## config.mk

```make
export PLATFORM = sky130hd
export DESIGN_NAME = seq_detect_event_logger
export DESIGN_NICKNAME = d
export VERILOG_FILES = /design/src/rtl/seq_detect_event_logger.sv
export SDC_FILE = /design/constraint.sdc
export NUM_CORES = 1
export LEC_CHECK = 0
export CAP_MARGIN = 20
export CORE_MARGIN = 1
export CORE_UTILIZATION = 45
export DETAILED_ROUTE_END_ITERATION = 8
export PLACE_DENSITY = 0.62
export SYNTH_ARGS = -nofsm -noshare
export SYNTH_HDL_FRONTEND = slang
export SYNTH_SLANG_ARGS = --single-unit
export TNS_END_PERCENT = 100
```

## constraint.sdc

```tcl
create_clock -name clk -period 3.96 [get_ports clk]
set_input_delay 0.396 -clock clk [delete_from_list [all_inputs] [get_ports clk]]
set_output_delay 0.396 -clock clk [all_outputs]
set_load 0.01 [all_outputs]
```

## src/rtl/seq_detect_event_logger.sv

```systemverilog
// rtl/seq_detect_event_logger.sv - counts 1010 detector matches and logs their bit positions in a show-ahead FIFO
//
// Ports:
//   clk, rst     single clock, synchronous active-high reset
//   en           bit stream active; bit position advances only when 1
//   det_in       match pulse from the sequence detector, aligned with the current bit
//   clr          synchronous soft clear, same effect as rst
//   rd_en        pop request for the FIFO head
//   rd_data      timestamp at the FIFO head (0 when empty)
//   empty, full  FIFO occupancy flags
//   level        number of entries held, 0..DEPTH
//   det_count    saturating count of accepted detections
//   overflow     sticky flag, a detection was dropped because the FIFO was full
module seq_detect_event_logger #(
    parameter int TS_W   = 16,
    parameter int CNT_W  = 16,
    parameter int DEPTH  = 4,
    parameter int ADDR_W = 2
) (
    input  logic              clk,
    input  logic              rst,
    input  logic              en,
    input  logic              det_in,
    input  logic              clr,
    input  logic              rd_en,
    output logic [TS_W-1:0]   rd_data,
    output logic              empty,
    output logic              full,
    output logic [ADDR_W:0]   level,
    output logic [CNT_W-1:0]  det_count,
    output logic              overflow
);

    localparam logic [ADDR_W:0]  DEPTH_L = (ADDR_W + 1)'(DEPTH);
    localparam logic [CNT_W-1:0] CNT_MAX = '1;

    logic [TS_W-1:0]   bit_pos_q, bit_pos_d;
    logic [CNT_W-1:0]  det_count_q, det_count_d;
    logic              overflow_q, overflow_d;
    logic [ADDR_W-1:0] wptr_q, wptr_d;
    logic [ADDR_W-1:0] rptr_q, rptr_d;
    logic [ADDR_W:0]   level_q, level_d;
    logic [TS_W-1:0]   mem_q [DEPTH];
    logic [TS_W-1:0]   mem_d [DEPTH];

    logic accept;
    logic is_empty;
    logic is_full;
    logic pop;
    logic push;

    always_comb begin
        accept   = en & det_in;
        is_empty = (level_q == '0);
        is_full  = (level_q == DEPTH_L);
        pop      = rd_en & ~is_empty;
        // A pop in the same cycle frees the head slot, so a full FIFO can still take the push.
        push     = accept & (~is_full | pop);

        bit_pos_d   = bit_pos_q;
        det_count_d = det_count_q;
        overflow_d  = overflow_q;
        wptr_d      = wptr_q;
        rptr_d      = rptr_q;
        level_d     = level_q;
        mem_d       = mem_q;

        if (clr) begin
            bit_pos_d   = '0;
            det_count_d = '0;
            overflow_d  = 1'b0;
            wptr_d      = '0;
            rptr_d      = '0;
            level_d     = '0;
            for (int i = 0; i < DEPTH; i++) begin
                mem_d[i] = '0;
            end
        end else begin
            if (en) begin
                bit_pos_d = bit_pos_q + 1'b1;
            end
            if (accept && det_count_q != CNT_MAX) begin
                det_count_d = det_count_q + 1'b1;
            end
            if (accept && !push) begin
                overflow_d = 1'b1;
            end
            if (push) begin
                // Timestamp is the position of the matching bit, before this cycle's increment.
                mem_d[wptr_q] = bit_pos_q;
                wptr_d        = wptr_q + 1'b1;
            end
            if (pop) begin
                rptr_d = rptr_q + 1'b1;
            end
            case ({push, pop})
                2'b10:   level_d = level_q + 1'b1;
                2'b01:   level_d = level_q - 1'b1;
                default: level_d = level_q;
            endcase
        end
    end

    always_ff @(posedge clk) begin
        if (rst) begin
            bit_pos_q   <= '0;
            det_count_q <= '0;
            overflow_q  <= 1'b0;
            wptr_q      <= '0;
            rptr_q      <= '0;
            level_q     <= '0;
            for (int i = 0; i < DEPTH; i++) begin
                mem_q[i] <= '0;
            end
        end else begin
            bit_pos_q   <= bit_pos_d;
            det_count_q <= det_count_d;
            overflow_q  <= overflow_d;
            wptr_q      <= wptr_d;
            rptr_q      <= rptr_d;
            level_q     <= level_d;
            mem_q       <= mem_d;
        end
    end

    // Show-ahead head, masked so a stale slot never leaks out while empty.
    assign rd_data   = is_empty ? '0 : mem_q[rptr_q];
    assign empty     = is_empty;
    assign full      = is_full;
    assign level     = level_q;
    assign det_count = det_count_q;
    assign overflow  = overflow_q;

endmodule

```

---- After elaboration in Yosys (flattened, before gate mapping) ----
Index checks and enable logic that the tools add are counted.
word-level totals
  register bits after elaboration ......... 104
  input bits .............................. 6
  word-level logic and storage cells ...... 46
cells by class
  bitwise operators ....................... 8
  order comparisons ....................... 3
  $add $sub $neg .......................... 6
  eq/ne operators ......................... 4
  multiplexer cells ....................... 8
  reductions and logical operators ........ 7
operator list
  kind                   number
  $bwmux 64              1
  $mux 16                4
  $add 16x1->16 const B  2
  $bmux 16 s2            1
  $demux 16 s2           1
  $ne 16x16->1 const B   1
  $ge 3x3->1 const B     2
  $not 2->3              2
  $pmux 3 s2             1
  $add 2x1->2 const B    2
  $add 3x1->3 const B    1
  $and 1x1->1            3
  $eq 3x3->1 const B     1
  $logic_and 1x1->1      3
  $logic_not 3->1        1
  $lt 3x1->1 const B     1
  $sub 3x1->3 const B    1
  $eq 2x1->1 const B     1
  $eq 2x2->1 const B     1
  $not 1->1              2
  $reduce_bool 2->1      1
  $reduce_or 2->1        1
  $logic_not 1->1        1
  $or 1x1->1             1

---- Logic depth before layout (Yosys ltp) ----
Gate-level depths: netlist of run 1.
  depth after elaboration ................. 7
  depth in mapped cells ................... 8
  depth with buffers taken out ............ 6

---- Least setup slack after synthesis of run 1 ----
Ideal clock, no wire load.
  kind .................................... reg2reg
  start point ............................. reg level_q[1], in the netlist level[1]
  end point ............................... reg level_q[2], in the netlist level[2]
  library setup time ...................... 131 ps
  clock period less this slack ............ 2218 ps
  slack ................................... 1742 ps
  arrival ................................. 2087 ps
  required time ........................... 3829 ps
  cell stages (with the launch flop) ...... 9
  cells stage by stage .................... dfxtp_1 -> clkbuf_1 -> or3_1 -> clkbuf_1 -> nand3_1 -> fa_1 -> or3_1 -> a31oi_1 -> a21oi_1
on the way
  longest elaborated chain between the ends .. 7
  elaborated cells on any way between the ends .. 13
  those cells by class .................... add/sub: 2; eq/ne: 3; mux: 1; bitwise: 5; reduce/logical: 2
ends and longest elaborated chain
  element                                                 RTL line  source
  start: declaration                                      42        logic [ADDR_W:0] level_q, level_d;
  start signal: assignment                                121       level_q <= level_d;
  $logic_not 3->1                                         54        is_empty = (level_q == '0);
  $not 1->1                                               56        pop = rd_en & ~is_empty;
  $and 1x1->1                                             56
  $or 1x1->1                                              58        push = accept & (~is_full | pop);
  $and 1x1->1                                             58
  $eq 2x1->1 / $eq 2x2->1 (equally long branches)         96        case ({push, pop})
  $pmux 3 s2 / $reduce_bool 2->1 (equally long branches)  -
Several ways; a longest one is shown, not always the timed one.
A chain may end at the register's enable or synchronous reset.

---- Worst setup path after layout of run 1 ----
  start point ............................. reg rptr_q[1]
  end point ............................... out rd_data[14]
on the way
  longest elaborated chain between the ends .. 5
ends and longest elaborated chain
  element                                      RTL line  source
  start: declaration                           41        logic [ADDR_W-1:0] rptr_q, rptr_d;
  start signal: assignment                     120       rptr_q <= rptr_d;
  $not 2->3 (implied by the code)              127       assign rd_data = is_empty ? '0 : mem_q[rptr_q];
  $bmux 16 s2                                  127
  $mux 16 (implied by the code) (2 in series)  127
  $mux 16                                      127
  end: declaration                             26        output logic [TS_W-1:0] rd_data,
No other way between the ends. The select of a mux whose other input is x is not followed.

==> results of run 1 <==
sequential cells by signal, summed over array words and instances (netlist names):
register	flops
overflow	1
bit_pos_q	16
det_count	16
level	3
rptr_q	2
mem_q	64
wptr_q	2
cell type report:
class,instances,share of cell area
well taps,136,0.0311
multi-input cells,345,0.463
clock buffers,9,0.0227
flip-flops and latches,104,0.381
inverters,9,0.00618
repair buffers,48,0.0851
clock inverters,7,0.0110
synth_stat cells, types with 9 or more instances:
library cell | count | area, um^2
dfxtp_1 | 104 | 2080
and2_1 | 17 | 106
or3_1 | 11 | 68.8
or4_1 | 9 | 67.6
xnor2_1 | 9 | 78.8
nor2_1 | 87 | 327
mux2i_1 | 66 | 661
nand3_1 | 11 | 55.1
a21oi_1 | 18 | 90.1
mux4_2 | 16 | 360
nand4_1 | 10 | 62.6
clkbuf_1 | 28 | 105
nand2_1 | 19 | 71.3
inv_1 | 9 | 33.8
cells in the final DEF, fill, tap and decap left out, types with 11 or more instances in the layout:
cell	n
a21oi_1	18
and2_1	17
clkdlybuf4s50_1	43
dfxtp_1	104
mux2i_1	66
mux4_2	16
nand2_1	19
nand3_1	11
nor2_1	87
or3_1	11
power groups by stage:
stage / combinational (mW) / sequential [mW] / clock [mW]
after floorplan: 0.0504 / 1.07 / 0
after global placement: 0.0665 / 1.08 / 0
after detailed placement: 0.0675 / 1.08 / 0
after CTS: 0.0677 / 1.05 / 0.656
after global routing: 0.0726 / 1.05 / 0.700
final: 0.0673 / 1.05 / 0.628
per-layer routing:
layer / up-vias / track usage / part of all wire
li1: 1814 / - / -
met1: 1760 / 0.239 / 0.47
met2: 46 / 0.313 / 0.49
met3: 9 / 0.0390 / 0.026
met4: 0 / 0.0526 / 0.0089
met5: - / 0 / 0
how the worst max path moves through the flow:
| stage | start | end | slack [ns] | depth (start not counted) |
|---|---|---|---|---|
| floorplan | level[1] | level[2] | 1.74 | 8 |
| CTS | rptr_q[1] | rd_data[14] | 0.99 | 4 |
| global placement | en | det_count[15] | 1.26 | 5 |
| global route | rptr_q[1] | rd_data[9] | 0.88 | 4 |
| detailed placement | en | det_count[15] | 1.19 | 5 |
| finish | rptr_q[1] | rd_data[14] | 1.05 | 4 |
stage by stage:
step,area (um^2),power (mW),util,hold slack (ns),instances
after floorplan,4840,1.12,-,0.458,497
after global placement,5280,1.14,0.509,0.453,641
after detailed placement,5280,1.14,0.509,0.466,641
after CTS,5460,1.78,0.527,0.489,657
after global routing,5470,1.83,0.527,0.511,658
final,5470,1.75,0.527,0.479,658
worst max-delay path, cell delays in order, from the launching register on:
cell	delay [ns]
dfxtp_1	0.60
buf_4	0.35
mux4_2	0.55
and2_1	0.17
clkdlybuf4s50_1	0.47
cells by family after synthesis:
family	synth area share
AND/OR/NAND/NOR	0.195
flip-flops	0.431
multiplexers	0.211
AO/OA/AOI/OAI	0.0706
buffers and inverters	0.0458
XOR/XNOR	0.0272
adder cells (fa/ha/maj)	0.0197
==> metrics.csv, run 1 <==
stage,metric,value,unit
sta,RSZ-0062 raised after global routing,false,
synthesis,asr flop ratio synth,0,
hold_path,Hold Path Sink,overflow,
worst_setup_path,WS Path Type,flip-flop to output pin,
synthesis,synthesized area per cell,9.73,um^2
sta,Max Fclk,344,MHz
global_route,number of global-route vias before repair,3323,
synthesis,Yosys cell types,46,
cts,Clock Pin Slew Worst Setup and Hold Paths,0.09,ns
cells_and_area,layout cell share with drive strength beyond 1,0.0900,
placement,GP Congestion,0.756,
worst_setup_path,Required @ worst endpoint,3.56,ns
sta,Tcrit/Tclk final,0.734,
synthesis,"Seq/Total Area, Yosys",0.431,
synthesis,Post-synth EDFFs,0,
routing,Routed WL per cell,15.3,um
routing,initial DRC count,131,
synthesis,Seq cells post-synth,104,
synthesis,Synth Warn #,0,
worst_setup_path,CP max FO,11,
worst_setup_path,RR Endpoint,level[2],
placement,# port buffers,43,
floorplanning,FP Rows,37,
global_route,GR Overflow Total,0,
cts,worst-skew pair later-pin latency,0.37,ns
routing,via count of the routed design,3629,
sta,Final WS setup,1.05,ns
cts,CTS max path bufs,2,
worst_setup_path,worst reg-to-reg path cell count,6,
power_and_ir_drop,Int Pwr,1.31,mW
sta,Slew HR,0.357,
placement,Place WS,1.19,ns
cts,root buf cell,clkbuf_8,
power_and_ir_drop,Pwr Density,319,mW/mm^2
cts,Sink Count,104,
power_and_ir_drop,VDD IR max,0.185,mV
floorplanning,Placeable Area,0.0104,mm^2
cells_and_area,diodes inserted,0,
cts,post_cts resized,0,
cts,CTS Hold Bufs,0,
routing,DR pass1 iterations,4,
floorplanning,total die area,0.0112,mm^2
hold_path,Hold WC Path Type,flip-flop to flip-flop,
synthesis,Most used DFF post-synth,dfxtp_1,
cells_and_area,sequential cell area,0.00208,mm^2
power_and_ir_drop,Clk pwr share,0.360,
power_and_ir_drop,sequential share of power,0.602,
routing,routed vias/inst,5.52,
worst_setup_path,Critical Path Source Type,flip-flop,
cells_and_area,Nets,530,
sta,worst slew pin tran,0.964,ns
cts,CTS H-tree depth,3,
power_and_ir_drop,switching power,0.434,mW
sta,Final Hold Violating Endpoints,0,
routing,Post-Route WL,10000,um
sta,setup TNS,0,ns
global_route,Overall Global Routing Usage,0.185,
placement,dpl hpwl,6540,um
global_route,largest net degree at the start of global routing,52,
worst_setup_path,CP arrival,2.51,ns
floorplanning,die span in x,106,um
hold_path,HP Start,overflow,
cts,CTS tree,done,
sta,Worst Skew,0.0115,ns
worst_setup_path,internal reg-to-reg setup slack,1.28,ns
synthesis,Post-Syn Instances,497,
global_route,first-pass GRT wire length,16400,um
worst_setup_path,CP endpoint kind,output pin,
global_route,initial antenna violation count,0,
cts,post-CTS setup buffers,0,
run_status,status,"finished, final reports clean",
sta,Period minus WS final,2.91,ns
worst_setup_path,reg2reg start,level[1],
cells_and_area,area delta synth->final,13.1,%
synthesis,Post-Synthesis Cell Area,0.00484,mm^2
routing,Post-DRT Antenna Nets,0,
floorplanning,# IOs,44,
power_and_ir_drop,LEAKAGE,2.19,nW
power_and_ir_drop,share of power burned in combinational logic,0.039,
floorplanning,Die Height,106,um
floorplanning,Starting Density,0.466,
flow_run,number of max-cap violations,0,
routing,DRC violations left,0,
synthesis,syn_nets,510,
cells_and_area,Multi-input gate area,0.00253,mm^2
sta,Slew Limit Fails,0,
cells_and_area,# fillers,987,
sta,Final setup viols,0,
power_and_ir_drop,Net Sw Frac,0.249,
hold_path,Min-Delay Path Depth,2,
cts,CTS Buf Count,9,
No activity file was read; power rests on OpenSTA's default activity.
==> inputs of run 2 (changes only) <==
clock period = 3 ns   (was 3.96 ns; I/O delays follow)
==> metrics.csv, run 2 (synthesized netlist as in run 1, its figures left out) <==
stage,metric,value,unit,change
run_status,status,"finished, final reports clean",,unchanged
cts,CTS tree,done,,unchanged
worst_setup_path,Critical Path Source Type,flip-flop,,unchanged
sta,Period minus WS final,2.62,ns,
worst_setup_path,Worst path slowest cell,dfxtp_1,,unchanged
sta,RSZ-0062 raised after global routing,false,,unchanged
flow_run,number of max-cap violations,0,,unchanged
global_route,GR Overflow Total,0,,unchanged
cells_and_area,largest reg by FF count,mem_q,,unchanged
cts,Clock Pin Slew Worst Setup and Hold Paths,0.09,ns,about the same
cells_and_area,Nets,535,,was 530
worst_setup_path,reg2reg start,det_count[0],,was level[1]
cells_and_area,"commonest non-fill, non-tap cells in the layout","dfxtp_1, nor2_1, mux2i_1",,unchanged
sta,setup TNS,0,ns,unchanged
worst_setup_path,CP max FO,11,,unchanged
cts,post-CTS setup buffers,0,,unchanged
cells_and_area,"commonest non-fill, non-tap cell in the layout",dfxtp_1,,unchanged
worst_setup_path,CP endpoint kind,output pin,,unchanged
cells_and_area,area delta synth->final,13.6,%,was 13.1%
global_route,number of global-route vias before repair,3454,,was 3323
power_and_ir_drop,VDD IR max,0.216,mV,was 0.185 mV
routing,Post-Route WL,9980,um,was 10000 um
global_route,initial antenna violation count,0,,unchanged
cts,Sink Count,104,,unchanged
placement,# port buffers,43,,unchanged
routing,routed vias/inst,5.50,,was 5.52
sta,Slew HR,0.518,,was 0.357
hold_path,HP Start,overflow,,unchanged
sta,Slew Limit Fails,0,,unchanged
routing,initial DRC count,154,,was 131
sta,Worst Skew,0.0133,ns,was 0.0115 ns
floorplanning,die span in x,106,um,unchanged
worst_setup_path,RR Endpoint,det_count[10],,was level[2]
sta,Max Fclk,382,MHz,
power_and_ir_drop,LEAKAGE,2.20,nW,was 2.19 nW
hold_path,Min-Delay Path Depth,2,,unchanged
routing,Post-DRT Antenna Nets,0,,unchanged
floorplanning,FP Rows,37,,unchanged
sta,worst slew pin tran,0.718,ns,was 0.964 ns
placement,GP Congestion,0.761,,was 0.756
worst_setup_path,internal reg-to-reg setup slack,0.90,ns,was 1.28 ns
global_route,first-pass GRT wire length,17100,um,was 16400 um
cts,worst-skew pair later-pin latency,0.37,ns,about the same
worst_setup_path,CP Cell Sequence,"mux4_2, and2_1, clkdlybuf4s50_1",,"was buf_4, mux4_2, and2_1, clkdlybuf4s50_1"
sta,Tcrit/Tclk final,0.874,,
worst_setup_path,CP arrival,2.32,ns,was 2.51 ns
floorplanning,Starting Density,0.466,,unchanged
cells_and_area,final core utilization,0.530,,was 0.527
sta,Final setup viols,0,,unchanged
cells_and_area,diodes inserted,0,,unchanged
worst_setup_path,Required @ worst endpoint,2.70,ns,was 3.56 ns
global_route,Overall Global Routing Usage,0.192,,was 0.185
floorplanning,Die Height,106,um,unchanged
floorplanning,Placeable Area,0.0104,mm^2,unchanged
routing,via count of the routed design,3644,,was 3629
power_and_ir_drop,Pwr Density,414,mW/mm^2,was 319 mW/mm^2
floorplanning,# IOs,44,,unchanged
sta,Final Hold Violating Endpoints,0,,unchanged
cts,CTS H-tree depth,3,,unchanged
worst_setup_path,critical path's largest stage delay,0.72,ns,was 0.60 ns
cts,CTS max path bufs,2,,unchanged
routing,DRC violations left,0,,unchanged
cells_and_area,layout cell share with drive strength beyond 1,0.0951,,was 0.0900
worst_setup_path,WS Path Type,flip-flop to output pin,,unchanged
routing,DR pass1 iterations,7,,was 4
routing,Routed WL per cell,15.1,um,was 15.3 um
cts,post_cts resized,0,,unchanged
hold_path,Hold WC Path Type,flip-flop to flip-flop,,unchanged
cells_and_area,Largest register FFs,64,,unchanged
placement,dpl hpwl,6570,um,was 6540 um
cts,root buf cell,clkbuf_8,,unchanged
cts,CTS Buf Count,9,,unchanged
cts,CTS Hold Bufs,0,,unchanged
worst_setup_path,worst reg-to-reg path cell count,5,,was 6
hold_path,Hold Path Sink,overflow,,unchanged
floorplanning,total die area,0.0112,mm^2,unchanged
global_route,largest net degree at the start of global routing,44,,was 52
-- run 2: cell types whose count changed in the layout (fill, tap and decap cells not counted), sizes merged --
cell,change
buf,+5
inv,-2
clkbuf,+1
-- run 2: final cells by class --
type / count / area, um^2
repair buffers: 53 / 505
flip-flops and latches: 104 / 2080
inverters: 9 / 33.8
clock inverters: 5 / 40.0
clock buffers: 10 / 128
well taps: 136 / 170
fillers: 946 / 4880
multi-input cells: 345 / 2530
-- run 2: how the worst max path moves through the flow --
stage | startpoint | endpoint
after floorplan | level[1] | level[2]
after global routing | rptr_q[0] | rd_data[4]
final | rptr_q[0] | rd_data[15]
after CTS | rptr_q[0] | rd_data[5]
after detailed placement | det_in | det_count[15]
after global placement | det_in | det_count[15]
-- run 2: through the flow --
stage	worst slack [ns]	hold WS (ns)	power, mW	instance area (um^2)	std cells
floorplan	0.782	0.458	1.48	4840	497
global placement	0.591	0.456	1.51	5320	647
detailed placement	0.554	0.478	1.51	5320	647
CTS	0.344	0.501	2.31	5490	662
global route	0.294	0.526	2.37	5490	662
finish	0.379	0.485	2.27	5490	662
-- run 2: where the power goes --
| group | switching, mW | internal, mW | total [mW] | leakage (nW) |
|---|---|---|---|---|
| clock network | 0.486 | 0.307 | 0.793 | 0.0875 |
| logic | 0.0599 | 0.0331 | 0.0930 | 1.28 |
| registers | 0.00541 | 1.38 | 1.39 | 0.838 |
| total | 0.551 | 1.72 | 2.27 | 2.20 |
-- run 2: per-layer routing --
layer,routed length (um),GRT usage
met1,4990,0.263
met2,4630,0.307
met3,229,0.0365
met4,131,0.0575
met5,0,0
-- run 2: critical path, delay by kind of cell, from the launching register on --
kind,cells,cell delay (ns)
mux,1,0.60
simple gates,1,0.17
buf+inv,1,0.47
flops,1,0.72
==> inputs of run 3 (changes only) <==
ABC_AREA = 0   (was not set)
==> results of run 3 <==
Same layout as run 2: the final DEF is identical, and so are final timing and power.
